<file path="src/rtl/team_09_wb_master.sv">
// Single-transaction Wishbone master: one request becomes one bus cycle, then one response.
// Define TEAM_09_WBM_TIMEOUT_EN to abort bus cycles that see no ACK_I within TIMEOUT_CYCLES.
module team_09_wb_master #(
    parameter int TIMEOUT_CYCLES = 255
) (
    input  logic        clk_i,
    input  logic        rst_i,
    input  logic        req_valid,
    output logic        req_ready,
    input  logic        req_we,
    input  logic [31:0] req_adr,
    input  logic [31:0] req_dat,
    input  logic [3:0]  req_sel,
    output logic        rsp_valid,
    input  logic        rsp_ready,
    output logic [31:0] rsp_dat,
    output logic        rsp_err,
    output logic [31:0] ADR_O,
    output logic [31:0] DAT_O,
    output logic [3:0]  SEL_O,
    output logic        WE_O,
    output logic        STB_O,
    output logic        CYC_O,
    input  logic [31:0] DAT_I,
    input  logic        ACK_I,
    output logic        busy,
    output logic [1:0]  state_dbg
);

    // Handshakes: a transfer happens on a rising edge where valid && ready; the
    // producer holds valid and payload until that edge, ready never depends on valid.

    typedef enum logic [1:0] {
        IDLE = 2'd0,
        BUS  = 2'd1,
        RESP = 2'd2
    } state_t;

    state_t state;

`ifdef TEAM_09_WBM_TIMEOUT_EN
    localparam logic [15:0] TO_LIMIT = 16'(TIMEOUT_CYCLES);
    logic [15:0] to_cnt;
    logic [15:0] to_cnt_next;
    assign to_cnt_next = to_cnt + 16'd1;
`endif

    // Word-aligned addressing drops the low address bits.
    logic unused_bits;
    assign unused_bits = &{1'b0, req_adr[1:0], (TIMEOUT_CYCLES > 0)};

    assign state_dbg = state;

    always_ff @(posedge clk_i or posedge rst_i) begin
        if (rst_i) begin
            state     <= IDLE;
            req_ready <= 1'b0;
            busy      <= 1'b0;
            rsp_valid <= 1'b0;
            rsp_dat   <= 32'h0;
            rsp_err   <= 1'b0;
            ADR_O     <= 32'h0;
            DAT_O     <= 32'h0;
            SEL_O     <= 4'h0;
            WE_O      <= 1'b0;
            STB_O     <= 1'b0;
            CYC_O     <= 1'b0;
`ifdef TEAM_09_WBM_TIMEOUT_EN
            to_cnt    <= 16'h0;
`endif
        end else begin
            case (state)
                IDLE: begin
                    if (req_valid && req_ready) begin
                        req_ready <= 1'b0;
                        busy      <= 1'b1;
                        if (req_sel == 4'h0) begin
                            // No byte lanes: fail without touching the bus.
                            state     <= RESP;
                            rsp_valid <= 1'b1;
                            rsp_err   <= 1'b1;
                            rsp_dat   <= 32'h0;
                        end else begin
                            state <= BUS;
                            CYC_O <= 1'b1;
                            STB_O <= 1'b1;
                            WE_O  <= req_we;
                            ADR_O <= {req_adr[31:2], 2'b00};
                            DAT_O <= req_we ? req_dat : 32'h0;
                            SEL_O <= req_sel;
`ifdef TEAM_09_WBM_TIMEOUT_EN
                            to_cnt <= 16'h0;
`endif
                        end
                    end else begin
                        req_ready <= 1'b1;
                    end
                end

                BUS: begin
                    if (ACK_I) begin
                        state     <= RESP;
                        rsp_valid <= 1'b1;
                        rsp_err   <= 1'b0;
                        rsp_dat   <= WE_O ? 32'h0 : DAT_I;
                        CYC_O     <= 1'b0;
                        STB_O     <= 1'b0;
                        WE_O      <= 1'b0;
                        ADR_O     <= 32'h0;
                        DAT_O     <= 32'h0;
                        SEL_O     <= 4'h0;
                    end
`ifdef TEAM_09_WBM_TIMEOUT_EN
                    // ACK_I on the limit cycle takes the branch above and wins.
                    else if (to_cnt_next == TO_LIMIT) begin
                        state     <= RESP;
                        rsp_valid <= 1'b1;
                        rsp_err   <= 1'b1;
                        rsp_dat   <= 32'h0;
                        CYC_O     <= 1'b0;
                        STB_O     <= 1'b0;
                        WE_O      <= 1'b0;
                        ADR_O     <= 32'h0;
                        DAT_O     <= 32'h0;
                        SEL_O     <= 4'h0;
                    end else begin
                        to_cnt <= to_cnt_next;
                    end
`endif
                end

                RESP: begin
                    if (rsp_ready) begin
                        // Ready goes high with the return to IDLE, never during the handshake.
                        state     <= IDLE;
                        req_ready <= 1'b1;
                        busy      <= 1'b0;
                        rsp_valid <= 1'b0;
                        rsp_dat   <= 32'h0;
                        rsp_err   <= 1'b0;
                    end
                end

                default: begin
                    state     <= IDLE;
                    req_ready <= 1'b0;
                    busy      <= 1'b0;
                    rsp_valid <= 1'b0;
                end
            endcase
        end
    end

endmodule
</file>
<file path="config.mk">
export PLATFORM = sky130hd
export DESIGN_NAME = team_09_wb_master
export DESIGN_NICKNAME = d
export VERILOG_FILES = /design/src/rtl/team_09_wb_master.sv
export SDC_FILE = /design/constraint.sdc
export NUM_CORES = 1
export LEC_CHECK = 0
export BUFFER_PORTS_ARGS = -buffer_cell sky130_fd_sc_hd__buf_2
export CAP_MARGIN = 20
export CORE_UTILIZATION = 40
export CTS_BUF_LIST = sky130_fd_sc_hd__clkbuf_4 sky130_fd_sc_hd__clkbuf_8 sky130_fd_sc_hd__clkbuf_16
export DETAILED_ROUTE_END_ITERATION = 10
export PLACE_DENSITY = 0.7
export SLEW_MARGIN = 20
export SYNTH_ARGS = -nofsm -noshare
export SYNTH_HDL_FRONTEND = slang
export SYNTH_SLANG_ARGS = --single-unit
</file>
<file path="constraint.sdc">
create_clock -name clk_i -period 5.4 [get_ports clk_i]
set_input_delay 0 -clock clk_i [delete_from_list [all_inputs] [get_ports clk_i]]
set_output_delay 0 -clock clk_i [all_outputs]
set_load 0.01 [all_outputs]
</file>
==> results of run 1 <==
## sequential cells by signal, summed over array words and instances (netlist names)
signal,count
DAT_O,32
rsp_dat,32
ADR_O,30
SEL_O,4
state_dbg,2
CYC_O,1
WE_O,1
busy,1
req_ready,1
rsp_err,1
rsp_valid,1
## power groups by stage
stage / clock (mW) / combinational (mW) / sequential (mW)
floorplan: 0 / 0.756 / 1.46
global placement: 0 / 1.35 / 1.29
detailed placement: 0 / 1.39 / 1.31
CTS: 0.540 / 1.44 / 1.30
global route: 0.576 / 1.59 / 1.34
finish: 0.523 / 1.44 / 1.30
## metrics by stage
| step | instances | hold slack (ns) |
|---|---|---|
| 6_report | 773 | 0.0743 |
| 5_1_grt | 773 | 0.0911 |
| 4_1_cts | 773 | 0.0704 |
| 3_5_place_dp | 659 | 0.159 |
| 3_3_place_gp | 659 | 0.144 |
| 2_1_floorplan | 344 | 0.133 |
## critical path, cell delays in order, from the launching register on
cell,delay [ns]
dfrtp_1,0.41
inv_1,0.11
ha_2,0.58
nor2b_1,0.24
a2111o_2,0.53
buf_4,0.58
o21ai_0,0.19
## placed cells by master, fill, tap and decap left out, types with 2 or more instances in the layout
| cell | count |
|---|---|
| dfrtp_1 | 106 |
| inv_1 | 3 |
| dlygate4sd3_1 | 99 |
| a22o_1 | 64 |
| clkinvlp_4 | 2 |
| ha_1 | 2 |
| nand2b_1 | 34 |
| clkbuf_8 | 9 |
| nor2_1 | 4 |
| conb_1 | 2 |
| o21ai_0 | 37 |
| a21oi_1 | 2 |
| nand2_1 | 37 |
| buf_2 | 210 |
| nor2b_1 | 4 |
| bufinv_16 | 2 |
| buf_4 | 3 |
## kinds of logic (layout without fill, tap and decap cells)
| kind of cell | after synthesis | after routing | synth area share, % |
|---|---|---|---|
| AO/OA/AOI/OAI | 111 | 111 | 20.1 |
| adder cells (fa/ha/maj) | 3 | 3 | 0.901 |
| buffers and inverters | 35 | 331 | 4.47 |
| flip-flops | 106 | 106 | 63.6 |
| multiplexers | 1 | 1 | 0.240 |
| other | 1 | 2 | 0.0900 |
| AND/OR/NAND/NOR | 86 | 86 | 10.6 |
## metal layers
metal	routed length, um	share of wire (%)
met3	822	7.1
met2	5680	49
met4	231	2.0
met5	0	0
met1	4910	42
## worst min path at each step
stage,from,endpoint,slack [ns],cells past startpoint
after global routing,req_valid,CYC_O,0.09,3
after CTS,req_valid,CYC_O,0.07,3
after floorplan,DAT_I[10],rsp_dat[10],0.13,1
after detailed placement,rst_i,DAT_O[29],0.16,2
after global placement,rst_i,DAT_O[29],0.14,2
final,req_valid,CYC_O,0.07,3
## final cells by class
cell class                 count  share of cell area [%]
multi-input combinational    203                    20.8
clock buffer                  10                    2.03
clock inverter                 5                    1.24
tap                          133                    2.58
sequential                   106                    41.1
timing repair buffer         312                    32.0
inverter                       4                   0.271
## cell usage after synthesis, drive strengths merged (2+ instances only)
cell type | n | share of area, %
clkbuf | 14 | 1.3
a22o | 64 | 13
nand2 | 37 | 3.3
dfrtp | 106 | 64
nor4 | 2 | 0.45
o21ai | 37 | 4.4
nand2b | 34 | 5.1
nor2b | 4 | 0.60
nor2 | 4 | 0.36
a21oi | 2 | 0.24
inv | 4 | 0.36
ha | 3 | 0.90
buf | 17 | 2.9
## repair_timing
item / 4_1_cts / 5_1_grt
endpoints found under the setup margin: 0 / 0
hold endpoints to repair: 153 / 0
hold buffers: 99 / 0
==> metrics, run 1 <==
Max Clk Rate 353 MHz; routed vias/inst 4.88; Port-buffer cells 210; Net Sw Frac 38.4%; DR iter-0 viols 221; CP required 5.61 ns; #FFs+latches synth about 110; grt peak-use layer met2; Setup crit start kind flop; crit path kind flop to flop; dpl ws between 2 and 3 ns; critical path peak fanout 69; H-tree level count 3; Unique masters post-synth 32; Mapped Area about 4200 sq um; CP Capture Type flop; Die Height ~100 um; number of max-cap violations 0; first-pass GRT wire length between 15 and 20 mm; power share of the clock group 16.0%; share of cells above drive strength 1 about 37%; Root Driver clkbuf_8; TritonCTS Sinks 106; Via Count 3773; Synth Instances roughly 340; Final setup viols 0; RSZ-0062 raised after global routing false; Final period util 52.4%; fin. max-slew vios 0; DRT Pass-1 Iters 6; VDD IR max 258 uV; outcome finished clean; post-synthesis sequential area ratio 63.6%; Synth Flop Type dfrtp_1; Final Power 3.26 mW; # rows 36; CTS tree built; Seq pwr share between 30% and 40%; die area approximately 11000 sq um; Syn. warnings 0; TritonCTS Buffers 9; Filler Cell Count 779; fin crit period 2.83 ns; Util after Layout around two thirds; ANT nets after route 0; M1 GR Usage between 20% and 30%; Post-CTS Setup Bufs 0; P_int 2.01 mW; area grow syn2layout 55.0%; R2R Path Start state_dbg[1]; Multi-input gate area 1350 sq um; clk_skew 0.0129 ns; gpl congestion ~0.78; largest net degree at the start of global routing 70; Async SR Flop Fraction 100%; setup_tns 0 ns; total wire length 11.6 mm; R2R Setup Slk 2.57 ns; DRC 0; leakage 3.45 nW; Worst Path Arrival 3.04 ns; max_slew headroom slightly above 50%; r2r endpoint ADR_O[29]; met2 GRT Util a little under two fifths; Slew @ Worst Pin 0.729 ns; worst setup path end ADR_O[29]; nets 745; core area 9950 sq um; register area between 2000 and 3000 sq um; Design Area, Final around 6500 sq um; maximum clock insertion buffer count 2; Area after DPL roughly 5300 sq um; Post-synth EDFFs 0; vias in the first global route 3812; GR Util met3 6.02%; Reg clk slew, reported paths 0.10 ns; starting density of the core 41.9%; Power Density 505 nW/um^2; combinational share of power between 40% and 50%; final global-route overflow total 0; CP Launch Point state_dbg[1]; final worst setup slack 2.57 ns; Die X 104 um; Final Hold Fails 0; Clk Latency, worst-skew pair ~0.37 ns; hpwl dp 6.91 mm; FF-to-FF path depth 6; Mean Syn Cell Area 12.2 sq um; Switch Pwr 1.25 mW; total track usage between 20 and 25%; routed len/inst 15.1 um; Ant. Diodes 0; worst hold path class primary input to flop; CTS resizes 0; initial antenna violation count 0; Boundary Pins 215
No activity file was read; power rests on OpenSTA's default activity.
==> inputs of run 2 (changes only) <==
Clock period 5.4 ns to 2.7 ns, I/O delays scaled along.
==> metrics, run 2 (same netlist as run 1, synthesis figures left out) <==
DRC 0 (unchanged); commonest cells after routing, fill and taps aside buf_2 (210), dfrtp_1 (106), dlygate4sd3_1 (99); share of cells above drive strength 1 37.2% (+0.32 points); Slew @ Worst Pin 0.927 ns (+0.197 ns); setup_tns 0 ns (unchanged); Final period util 83.1% (+31 points); CP Cell Sequence inv_1 > ha_1 > a21boi_4 > or3_1 > or2_1 > buf_4 > a22o_1; most common cell after layout, fill and taps aside buf_2; DRT Pass-1 Iters 4 (-2); crit path kind flop to flop; Boundary Pins 215 (unchanged); Max Clk Rate 446 MHz (+26%); CP Capture Type flop; Power Density 1010 nW/um^2 (+99%); Post-CTS Hold Fix Bufs 99 (unchanged); number of max-cap violations 0 (unchanged); ANT nets after route 0 (unchanged); Via Count 3773 (unchanged); critical path peak fanout 33 (-52%); slowest stage delay, CP 0.48 ns (-0.10 ns); RSZ-0062 raised after global routing false; Die X 104 um (unchanged); routed vias/inst 4.83 (-1.0%); Ant. Diodes 0 (unchanged); routed len/inst 15.1 um (+0.44%); Final Hold Fails 0 (unchanged); VDD IR max 616 uV (+140%); max_slew headroom 38.1% (-13 points); CTS tree built; Port-buffer cells 210 (unchanged); leakage 3.48 nW (+1.1%); Area after DPL 5320 sq um (+1.2%); first-pass GRT wire length 19.4 mm (+3.5%); CTS resizes 0 (unchanged); largest net degree at the start of global routing 74 (+5.7%); area grow syn2layout 56.4%; Setup crit start kind flop; nets 752 (+0.94%); TritonCTS Buffers 9 (unchanged); die area 10800 sq um (unchanged); fin. max-slew vios 0 (unchanged); maximum clock insertion buffer count 2 (unchanged); final global-route overflow total 0 (unchanged); Final setup viols 0 (unchanged); Worst Path Arrival 2.49 ns (-0.55 ns); outcome finished clean; initial antenna violation count 0 (unchanged); CP required 2.95 ns (-2.66 ns); # rows 36 (unchanged); Post-CTS Setup Bufs 0 (unchanged); hpwl dp 7.15 mm (+3.5%); cell family with most CP delay simple AND/OR/NAND/NOR gates; TritonCTS Sinks 106 (unchanged); vias in the first global route 3968 (+4.1%); Top Registers DAT_O: 32 flops, rsp_dat: 32 flops, ADR_O: 30 flops; H-tree level count 3 (unchanged); Clk Latency, worst-skew pair 0.36 ns (about the same); Design Area, Final 6520 sq um (+0.93%); worst hold path class primary input to flop; clk_skew 0.00871 ns (-0.00417 ns); fin crit period 2.24 ns (-0.587 ns); total wire length 11.8 mm (+1.5%); Die Height 104 um (unchanged); Root Driver clkbuf_8; core area 9950 sq um (unchanged); total track usage 22.6% (+0.61 points); gpl congestion 0.767 (-1.9%); Reg clk slew, reported paths 0.09 ns (about the same); slowest library cell on the worst path or3_1; Crit path buffers/inverters 2 (unchanged); starting density of the core 41.9% (unchanged); DR iter-0 viols 188 (-15%)
run 2: worst paths after layout:
path | start | endpoint | slack, ns | depth (start not counted)
worst min-delay path | req_valid | CYC_O | 0.09 | 3
worst max-delay path | state_dbg[0] | rsp_dat[3] | 0.46 | 7
max in group asynchronous | rst_i | rsp_dat[5] | 1.52 | 4
min in group asynchronous | rst_i | rsp_dat[8] | 0.38 | 3
worst max register to register | state_dbg[0] | rsp_dat[3] | 0.46 | 7
worst min register to register | ADR_O[7] | ADR_O[7] | 0.49 | 2
run 2: cell type report:
type | count | area (sq um)
clock buffer | 11 | 145
clock inverter | 5 | 63.8
fill | 731 | 3440
inverter | 4 | 18.8
multi-input combinational | 203 | 1340
sequential | 106 | 2650
tap | 133 | 166
timing repair buffer | 319 | 2130
run 2: power breakdown:
group	internal, mW	total (mW)	switching [mW]
registers	2.25	2.62	0.368
clock network	0.470	0.995	0.526
logic	1.29	2.95	1.65
total	4.01	6.56	2.55
run 2: metal layers:
| metal | track usage (%) | wire length (um) | vias up |
|---|---|---|---|
| li1 | - | - | 1796 |
| met1 | 26.9 | 4900 | 1810 |
| met2 | 40.0 | 6010 | 148 |
| met3 | 5.58 | 655 | 19 |
| met4 | 7.45 | 247 | 0 |
| met5 | 0 | 0 | - |
run 2: per-stage QoR:
stage	total power, mW	setup WS, ns	instances	util [%]	hold WS [ns]
floorplan	4.43	0.437	344	-	0.133
global placement	5.36	0.545	666	53.4	0.217
detailed placement	5.46	0.503	666	53.4	0.220
CTS	6.60	0.465	781	65.5	0.0645
global route	7.05	0.326	781	65.5	0.0836
finish	6.56	0.457	781	65.5	0.0914
run 2: worst register-to-register path, stage by stage (launching register included):
cell	delay (ns)
dfrtp_1	0.40
inv_1	0.08
ha_1	0.23
a21boi_4	0.16
or3_1	0.48
or2_1	0.26
buf_4	0.24
a22o_1	0.28
